===== config.mk =====
export PLATFORM = sky130hd
export DESIGN_NAME = usb_data_packetizer
export DESIGN_NICKNAME = d
export VERILOG_FILES = /design/src/rtl/usb_data_packetizer.sv
export SDC_FILE = /design/constraint.sdc
export NUM_CORES = 1
export LEC_CHECK = 0
export BUFFER_PORTS_ARGS = -buffer_cell sky130_fd_sc_hd__buf_2
export CELL_PAD_IN_SITES_DETAIL_PLACEMENT = 1
export CELL_PAD_IN_SITES_GLOBAL_PLACEMENT = 1
export CORE_ASPECT_RATIO = 0.7
export CORE_UTILIZATION = 35
export DETAILED_ROUTE_END_ITERATION = 8
export GPL_ROUTABILITY_DRIVEN = 0
export GPL_TIMING_DRIVEN = 0
export PLACE_DENSITY_LB_ADDON = 0.1
export SLEW_MARGIN = 20
export SYNTH_ARGS = -nofsm -noshare
export SYNTH_HDL_FRONTEND = slang
export SYNTH_SLANG_ARGS = --single-unit

===== constraint.sdc =====
create_clock -name clk -period 2.5 [get_ports clk]
set_input_delay 0.25 -clock clk [delete_from_list [all_inputs] [get_ports clk]]
set_output_delay 0.25 -clock clk [all_outputs]
set_load 0.005 [all_outputs]

===== src/rtl/usb_data_packetizer.sv =====
// USB data packet framer: emits the PID byte, passes the payload straight through,
// then appends the CRC-16/USB trailer (low byte first).
module usb_data_packetizer #(
    parameter int MAX_BYTES = 64
) (
    input  logic       clk,
    input  logic       reset,
    input  logic       start,
    input  logic [3:0] pid,
    input  logic       zlp,
    input  logic [7:0] in_data,
    input  logic       in_valid,
    input  logic       in_last,
    output logic       in_ready,
    output logic [7:0] tx_data,
    output logic       tx_valid,
    input  logic       tx_ready,
    output logic       busy,
    output logic       done,
    output logic       len_err
);

    localparam logic [2:0] IDLE   = 3'd0;
    localparam logic [2:0] PID    = 3'd1;
    localparam logic [2:0] DATA   = 3'd2;
    localparam logic [2:0] CRC_LO = 3'd3;
    localparam logic [2:0] CRC_HI = 3'd4;

    localparam logic [9:0] MAX_CNT = 10'(MAX_BYTES);

    logic [2:0]  state;
    logic [3:0]  pid_q;
    logic        zlp_q;
    logic [15:0] crc;
    logic [9:0]  count;

    // Reflected CRC-16/USB, one byte consumed LSB-first.
    function automatic logic [15:0] crc16_byte(input logic [15:0] crc_in, input logic [7:0] data);
        logic [15:0] c;
        c = crc_in;
        for (int i = 0; i < 8; i++) begin
            c = (c >> 1) ^ ((c[0] ^ data[i]) ? 16'hA001 : 16'h0000);
        end
        return c;
    endfunction

    // NOTE: every output gets a default before the case so no path leaves it unassigned (no latch).
    always_comb begin
        tx_valid = 1'b0;
        in_ready = 1'b0;
        tx_data  = 8'h00;
        case (state)
            PID: begin
                tx_valid = 1'b1;
                tx_data  = {~pid_q, pid_q};
            end
            DATA: begin
                tx_valid = in_valid;
                in_ready = tx_ready;
                tx_data  = in_data;
            end
            CRC_LO: begin
                tx_valid = 1'b1;
                tx_data  = ~crc[7:0];
            end
            CRC_HI: begin
                tx_valid = 1'b1;
                tx_data  = ~crc[15:8];
            end
            default: ;
        endcase
    end

    assign busy = (state != IDLE);

    // NOTE: sequential state uses non-blocking assignments so all registers update from pre-edge values.
    always_ff @(posedge clk) begin
        if (!reset) begin
            state   <= IDLE;
            pid_q   <= 4'h0;
            zlp_q   <= 1'b0;
            crc     <= 16'hFFFF;
            count   <= 10'd0;
            done    <= 1'b0;
            len_err <= 1'b0;
        end else begin
            done    <= 1'b0;
            len_err <= 1'b0;
            case (state)
                IDLE: begin
                    if (start) begin
                        pid_q <= pid;
                        zlp_q <= zlp;
                        crc   <= 16'hFFFF;
                        count <= 10'd0;
                        state <= PID;
                    end
                end
                PID: begin
                    if (tx_ready) state <= zlp_q ? CRC_LO : DATA;
                end
                DATA: begin
                    if (in_valid && tx_ready) begin
                        crc   <= crc16_byte(crc, in_data);
                        count <= count + 10'd1;
                        if (in_last) begin
                            state <= CRC_LO;
                        end else if (count + 10'd1 == MAX_CNT) begin
                            // Payload hit the limit without a terminator: close the packet and flag it.
                            len_err <= 1'b1;
                            state   <= CRC_LO;
                        end
                    end
                end
                CRC_LO: begin
                    if (tx_ready) state <= CRC_HI;
                end
                CRC_HI: begin
                    if (tx_ready) begin
                        state <= IDLE;
                        done  <= 1'b1;
                    end
                end
                default: state <= IDLE;
            endcase
        end
    end

endmodule


# Word-level counts from Yosys, hierarchy flattened
# Cells that the tools add are included.
# Widths: inputs -> output; s select.
dict set report totals {
  regBits 36
  inputBits 19
  output_inout_bits 13
  elab_cells 79
}
dict set report op_classes {
  n_addsub 1
  eq_ne 11
  mux 28
  bitwise_logic 22
  n_reduce_logical 10
}
# op n
set ops {}
lappend ops {{$mux 16} 10}
lappend ops {{$xor 15x16->16} 8}
lappend ops {{$pmux 16 s2} 1}
lappend ops {{$pmux 8 s4} 1}
lappend ops {{$mux 3} 7}
lappend ops {{$mux 10} 2}
lappend ops {{$pmux 10 s2} 1}
lappend ops {{$not 8->8} 2}
lappend ops {{$pmux 3 s5} 1}
lappend ops {{$add 10x1->10 const B} 1}
lappend ops {{$eq 10x7->1 const B} 1}
lappend ops {{$ne 2x2->1 const B} 5}
lappend ops {{$xor 1x1->1} 8}
lappend ops {{$eq 3x2->1 const B} 2}
lappend ops {{$reduce_and 6->1} 1}
lappend ops {{$mux 1} 4}
lappend ops {{$not 4->4} 1}
lappend ops {{$reduce_and 2->1} 2}
lappend ops {{$reduce_or 4->1} 1}
lappend ops {{$eq 3x1->1 const B} 1}
lappend ops {{$eq 3x3->1 const B} 1}
lappend ops {{$logic_not 3->1} 1}
lappend ops {{$ne 3x3->1 const B} 1}
lappend ops {{$not 1->1} 3}
lappend ops {{6 further kinds} 6}

# Logic depth before layout (Yosys ltp)
dict set report logic_depth {
  depth_word 26
  ltp_mapped 8
  depth_no_buf 7
}

# Least setup slack after synthesis
# Ideal clock, no wire load.
dict set report synth_timing {
  kind {register to register}
  from {register crc[1]}
  to {register crc[0]}
  setup_time_ns 0.122
  arrival_time_ns 1.863
  required_ns 2.378
  setup_slack_ns 0.515
  path_stages_with_launch 7
  n_path_buf 0
  path_cell_list {dfxtp_1 xnor2_1 xor2_1 xnor3_2 xor2_1 xnor2_1 o32a_1}
}
dict set report synth_via {
  elab_chain_cells 24
}
# element line
set synth_lines {}
lappend synth_lines {{start: declaration} 34} ;# logic [15:0] crc;
lappend synth_lines {{start signal: assignment} 104} ;# crc <= crc16_byte(crc, in_data);
lappend synth_lines {{$xor 15x16->16} 42} ;# c = (c >> 1) ^ ((c[0] ^ data[i]) ? 16'hA001 : 16'h0000);
lappend synth_lines {{$xor 1x1->1} 42}
lappend synth_lines {{$mux 16} 42}
lappend synth_lines {{$xor 15x16->16} 42}
lappend synth_lines {{$xor 1x1->1} 42}
lappend synth_lines {{$mux 16} 42}
lappend synth_lines {{$xor 15x16->16} 42}
lappend synth_lines {{$xor 1x1->1} 42}
lappend synth_lines {{[8 not listed]} --}
lappend synth_lines {{$xor 1x1->1} 42}
lappend synth_lines {{$mux 16} 42}
lappend synth_lines {{$xor 15x16->16} 42}
lappend synth_lines {{$xor 1x1->1} 42}
lappend synth_lines {{$mux 16} 42}
lappend synth_lines {{$xor 15x16->16} 42}
lappend synth_lines {{$mux 16} 103} ;# if (in_valid && tx_ready) begin
lappend synth_lines {{$pmux 16 s2} 89} ;# case (state)
# Every way passes these cells. The select of a mux whose other input is x is not followed.
# A chain may end at the register's enable or synchronous reset.

# Worst setup path in the final report
dict set report layout_timing {
  from {register state[2]}
  to {register crc[12]}
}
dict set report layout_via {
  elab_chain_cells 3
  word_cells_on_any_way 7
}
# element line
set layout_lines {}
lappend layout_lines {{start: declaration} 31} ;# logic [2:0] state;
lappend layout_lines {{start signal: assignment} 100} ;# if (tx_ready) state <= zlp_q ? CRC_LO : DATA;
lappend layout_lines {{$eq 3x2->1 or $logic_not 3->1 (tied branches)} 89}
lappend layout_lines {{$ne 2x2->1 (no line) or $reduce_bool 2->1 (tied branches)} --}
lappend layout_lines {{$reduce_and 3->1 (no line)} --}
# Several ways; a longest one is shown, not always the timed one.

==> impl_metrics.env <==
export IMPL_wl_per_cell_um=17.8
export IMPL_required_ns=2.67
export IMPL_clock_fmax_mhz=429
export IMPL_vias=2091
export IMPL_hpwl_mm=4.79
export IMPL_p_int_w=0.000959
export IMPL_boundaryPins=32
export IMPL_status="completed"
export IMPL_start_util=0.371
export IMPL_synth_cell_types=42
export IMPL_grt_setup_unrepaired="false"
export IMPL_clkTransAtPathRegs_ns=0.08
export IMPL_routed_wl_mm=6.71
export IMPL_busiest_layer="met1"
export IMPL_p_comb_frac=0.272
export IMPL_stdcell_count=376
export IMPL_drive_gt1_frac=0.155
export IMPL_grt_usage=0.239
export IMPL_numCtsBuffers=5
export IMPL_setup_tns_ns=0
export IMPL_antenna_found_initial=0
export IMPL_leakagePower_nw=0.858
export IMPL_p_seq_frac=0.420
export IMPL_cp_arrival_ns=2.50
export IMPL_final_common_cell="dfxtp_1"
export IMPL_htreeDepth=2
export IMPL_viasPerCell=5.56
export IMPL_dieWidth_um=92.2
export IMPL_hold_path_class="input port to flip-flop"
export IMPL_grt_overflow_total=0
export IMPL_worstPathMaxFanout=10
export IMPL_dr_pass1_iters=4
export IMPL_power_share_clock=0.308
export IMPL_met2_usage=0.333
export IMPL_initialDrtViolationCount=114
export IMPL_ys_async_sr_fraction=0
export IMPL_setup_violations_final=0
export IMPL_design_core_area_mm2=0.00537
export IMPL_clock_skew_ns=0.00400
export IMPL_synthFlopType="dfxtp_1"
export IMPL_fin_crit_ns=2.33
export IMPL_whs_ns=0.131
export IMPL_antennaDiodeCount=0
export IMPL_dieHeight_um=65.1
export IMPL_synth_nets=286
export IMPL_cts_max_path_buffers=2
export IMPL_syn_inst=266
export IMPL_cellPowerDensity_mw_per_mm2=622
export IMPL_ys_seq_area_frac=0.362
export IMPL_grtUsageMet1=0.369
export IMPL_finalHoldViolations=0
export IMPL_cp_start_kind="flip-flop"
export IMPL_cts_tree="yes"
export IMPL_relSlewSlack=0.532
export IMPL_post_place_cells=368
export IMPL_cap_viol_max_count=0
export IMPL_criticalPathCategory="flip-flop to flip-flop"
export IMPL_worst_pin_slew_ns=0.702
export IMPL_port_buffers=30
export IMPL_grt_met3_usage=0.0475
export IMPL_syn_cell_area_mm2=0.00199
export IMPL_switching_power_w=0.000492
export IMPL_antenna_left=0
export IMPL_avgSynthCellArea_um2=7.49
export IMPL_num_nets_final=323
export IMPL_first_global_vias=2007
export IMPL_grt_pass1_wl_mm=10.7
export IMPL_cts_sinks=36
export IMPL_maxSlewViolCount=0
export IMPL_placementRows=22
export IMPL_vdd_drop_max_v=0.000218
export IMPL_fin_crit_sh=0.932
export IMPL_postLayoutCellArea_mm2=0.00233
export IMPL_worst_skew_pair_late_latency_ns=0.29
export IMPL_p_sw_frac=0.339
export IMPL_layout_common_cells="dfxtp_1, nor2_1, buf_2"
export IMPL_end_kind="flip-flop"
export IMPL_area_delta_synth_final_pct=17.1
export IMPL_placed_area_mm2=0.00223
export IMPL_ys_warn_count=0
export IMPL_drcViolationCount=0
export IMPL_grt_max_degree=11
export IMPL_die_area_mm2=0.00600
export IMPL_ctsRootBufferMaster="clkbuf_8"
export IMPL_synth_seq_cells=36
export IMPL_synth_edff_count=0
[metal layers]
| metal | vias to the layer above | wire length, µm | part of all wire |
|---|---|---|---|
| met5 | - | 0 | 0 |
| met3 | 5 | 319 | 0.048 |
| li1 | 1006 | - | - |
| met1 | 1030 | 3670 | 0.55 |
| met2 | 50 | 2670 | 0.40 |
| met4 | 0 | 52 | 0.0078 |
[cell type report]
type	instances	area, µm²
well taps	72	90.1
clock buffers	8	90.1
plain buffers	15	58.8
repair buffers	30	150
multi-input cells	208	1200
fillers	699	3040
flip-flops and latches	36	721
inverters	7	26.3
[sequential cells by signal, summed over array words and instances, names as in the netlist]
register / count
count: 10
crc: 16
done: 1
len_err: 1
pid_q: 4
state: 3
zlp_q: 1
[cell usage after synthesis, types with 2 or more instances]
master | instances | area share
o22ai_1 | 6 | 0.019
xnor2_1 | 11 | 0.048
nor4_1 | 2 | 0.0063
nand2_1 | 29 | 0.055
nand3_1 | 11 | 0.028
and3_1 | 3 | 0.0094
nor2_1 | 36 | 0.068
nand2b_1 | 3 | 0.0094
clkbuf_1 | 15 | 0.028
dfxtp_1 | 36 | 0.36
nor3_1 | 18 | 0.045
a21o_1 | 2 | 0.0075
inv_1 | 5 | 0.0094
a21oi_1 | 27 | 0.068
a311oi_1 | 2 | 0.0088
o21ai_0 | 25 | 0.063
xor2_1 | 8 | 0.035
a31oi_1 | 3 | 0.0094
[power groups by stage]
stage / clock, W / sequential [W] / combinational (W)
floorplan: 0 / 0.000616 / 0.000244
global placement: 0 / 0.000620 / 0.000384
detailed placement: 0 / 0.000621 / 0.000386
CTS: 0.000453 / 0.000608 / 0.000389
global route: 0.000482 / 0.000610 / 0.000430
finish: 0.000447 / 0.000609 / 0.000395
[stage by stage]
| stage | util | total power, W | worst slack (ns) |
|---|---|---|---|
| after floorplan | - | 0.000860 | 0.515 |
| after global placement | 0.416 | 0.00100 | -0.0674 |
| after detailed placement | 0.416 | 0.00101 | -0.0542 |
| after CTS | 0.433 | 0.00145 | 0.111 |
| after global routing | 0.434 | 0.00152 | 0.0173 |
| final | 0.434 | 0.00145 | 0.170 |
[path summary, 6_finish.rpt]
kind,startpoint,endpoint,slack (ns),cells after the start
worst min-delay path,in_last,len_err,0.13,2
worst min register to register,pid_q[0],pid_q[0],0.46,2
worst max-delay path,state[2],crc[12],0.17,8
worst max register to register,state[2],crc[12],0.17,8
[worst max-delay path, stage by stage (launching register included)]
cell and delay [ns]:
dfxtp_1 0.30, clkbuf_1 0.22, nor3b_1 0.35, nand3_1 0.40, nand2_2 0.35, clkbuf_2 0.31, nand3_1 0.10, o21ai_0 0.09
nand2_1 0.07
[what timing repair did]
item | 4_1_cts | 5_1_grt
endpoints found under the setup margin | 1 | 5
setup buffers | 0 | 0
hold buffers | 0 | 0
resized for setup | 1 | 5
[kinds of logic after synthesis]
| group | share of synthesized area |
|---|---|
| adder cells (fa/ha/maj) | 0.00628 |
| flip-flops | 0.362 |
| XOR/XNOR | 0.123 |
| multiplexers | 0.00565 |
| AO/OA/AOI/OAI | 0.215 |
| AND/OR/NAND/NOR | 0.247 |
| buffers and inverters | 0.0415 |
Power figures use the tool's default switching activity.
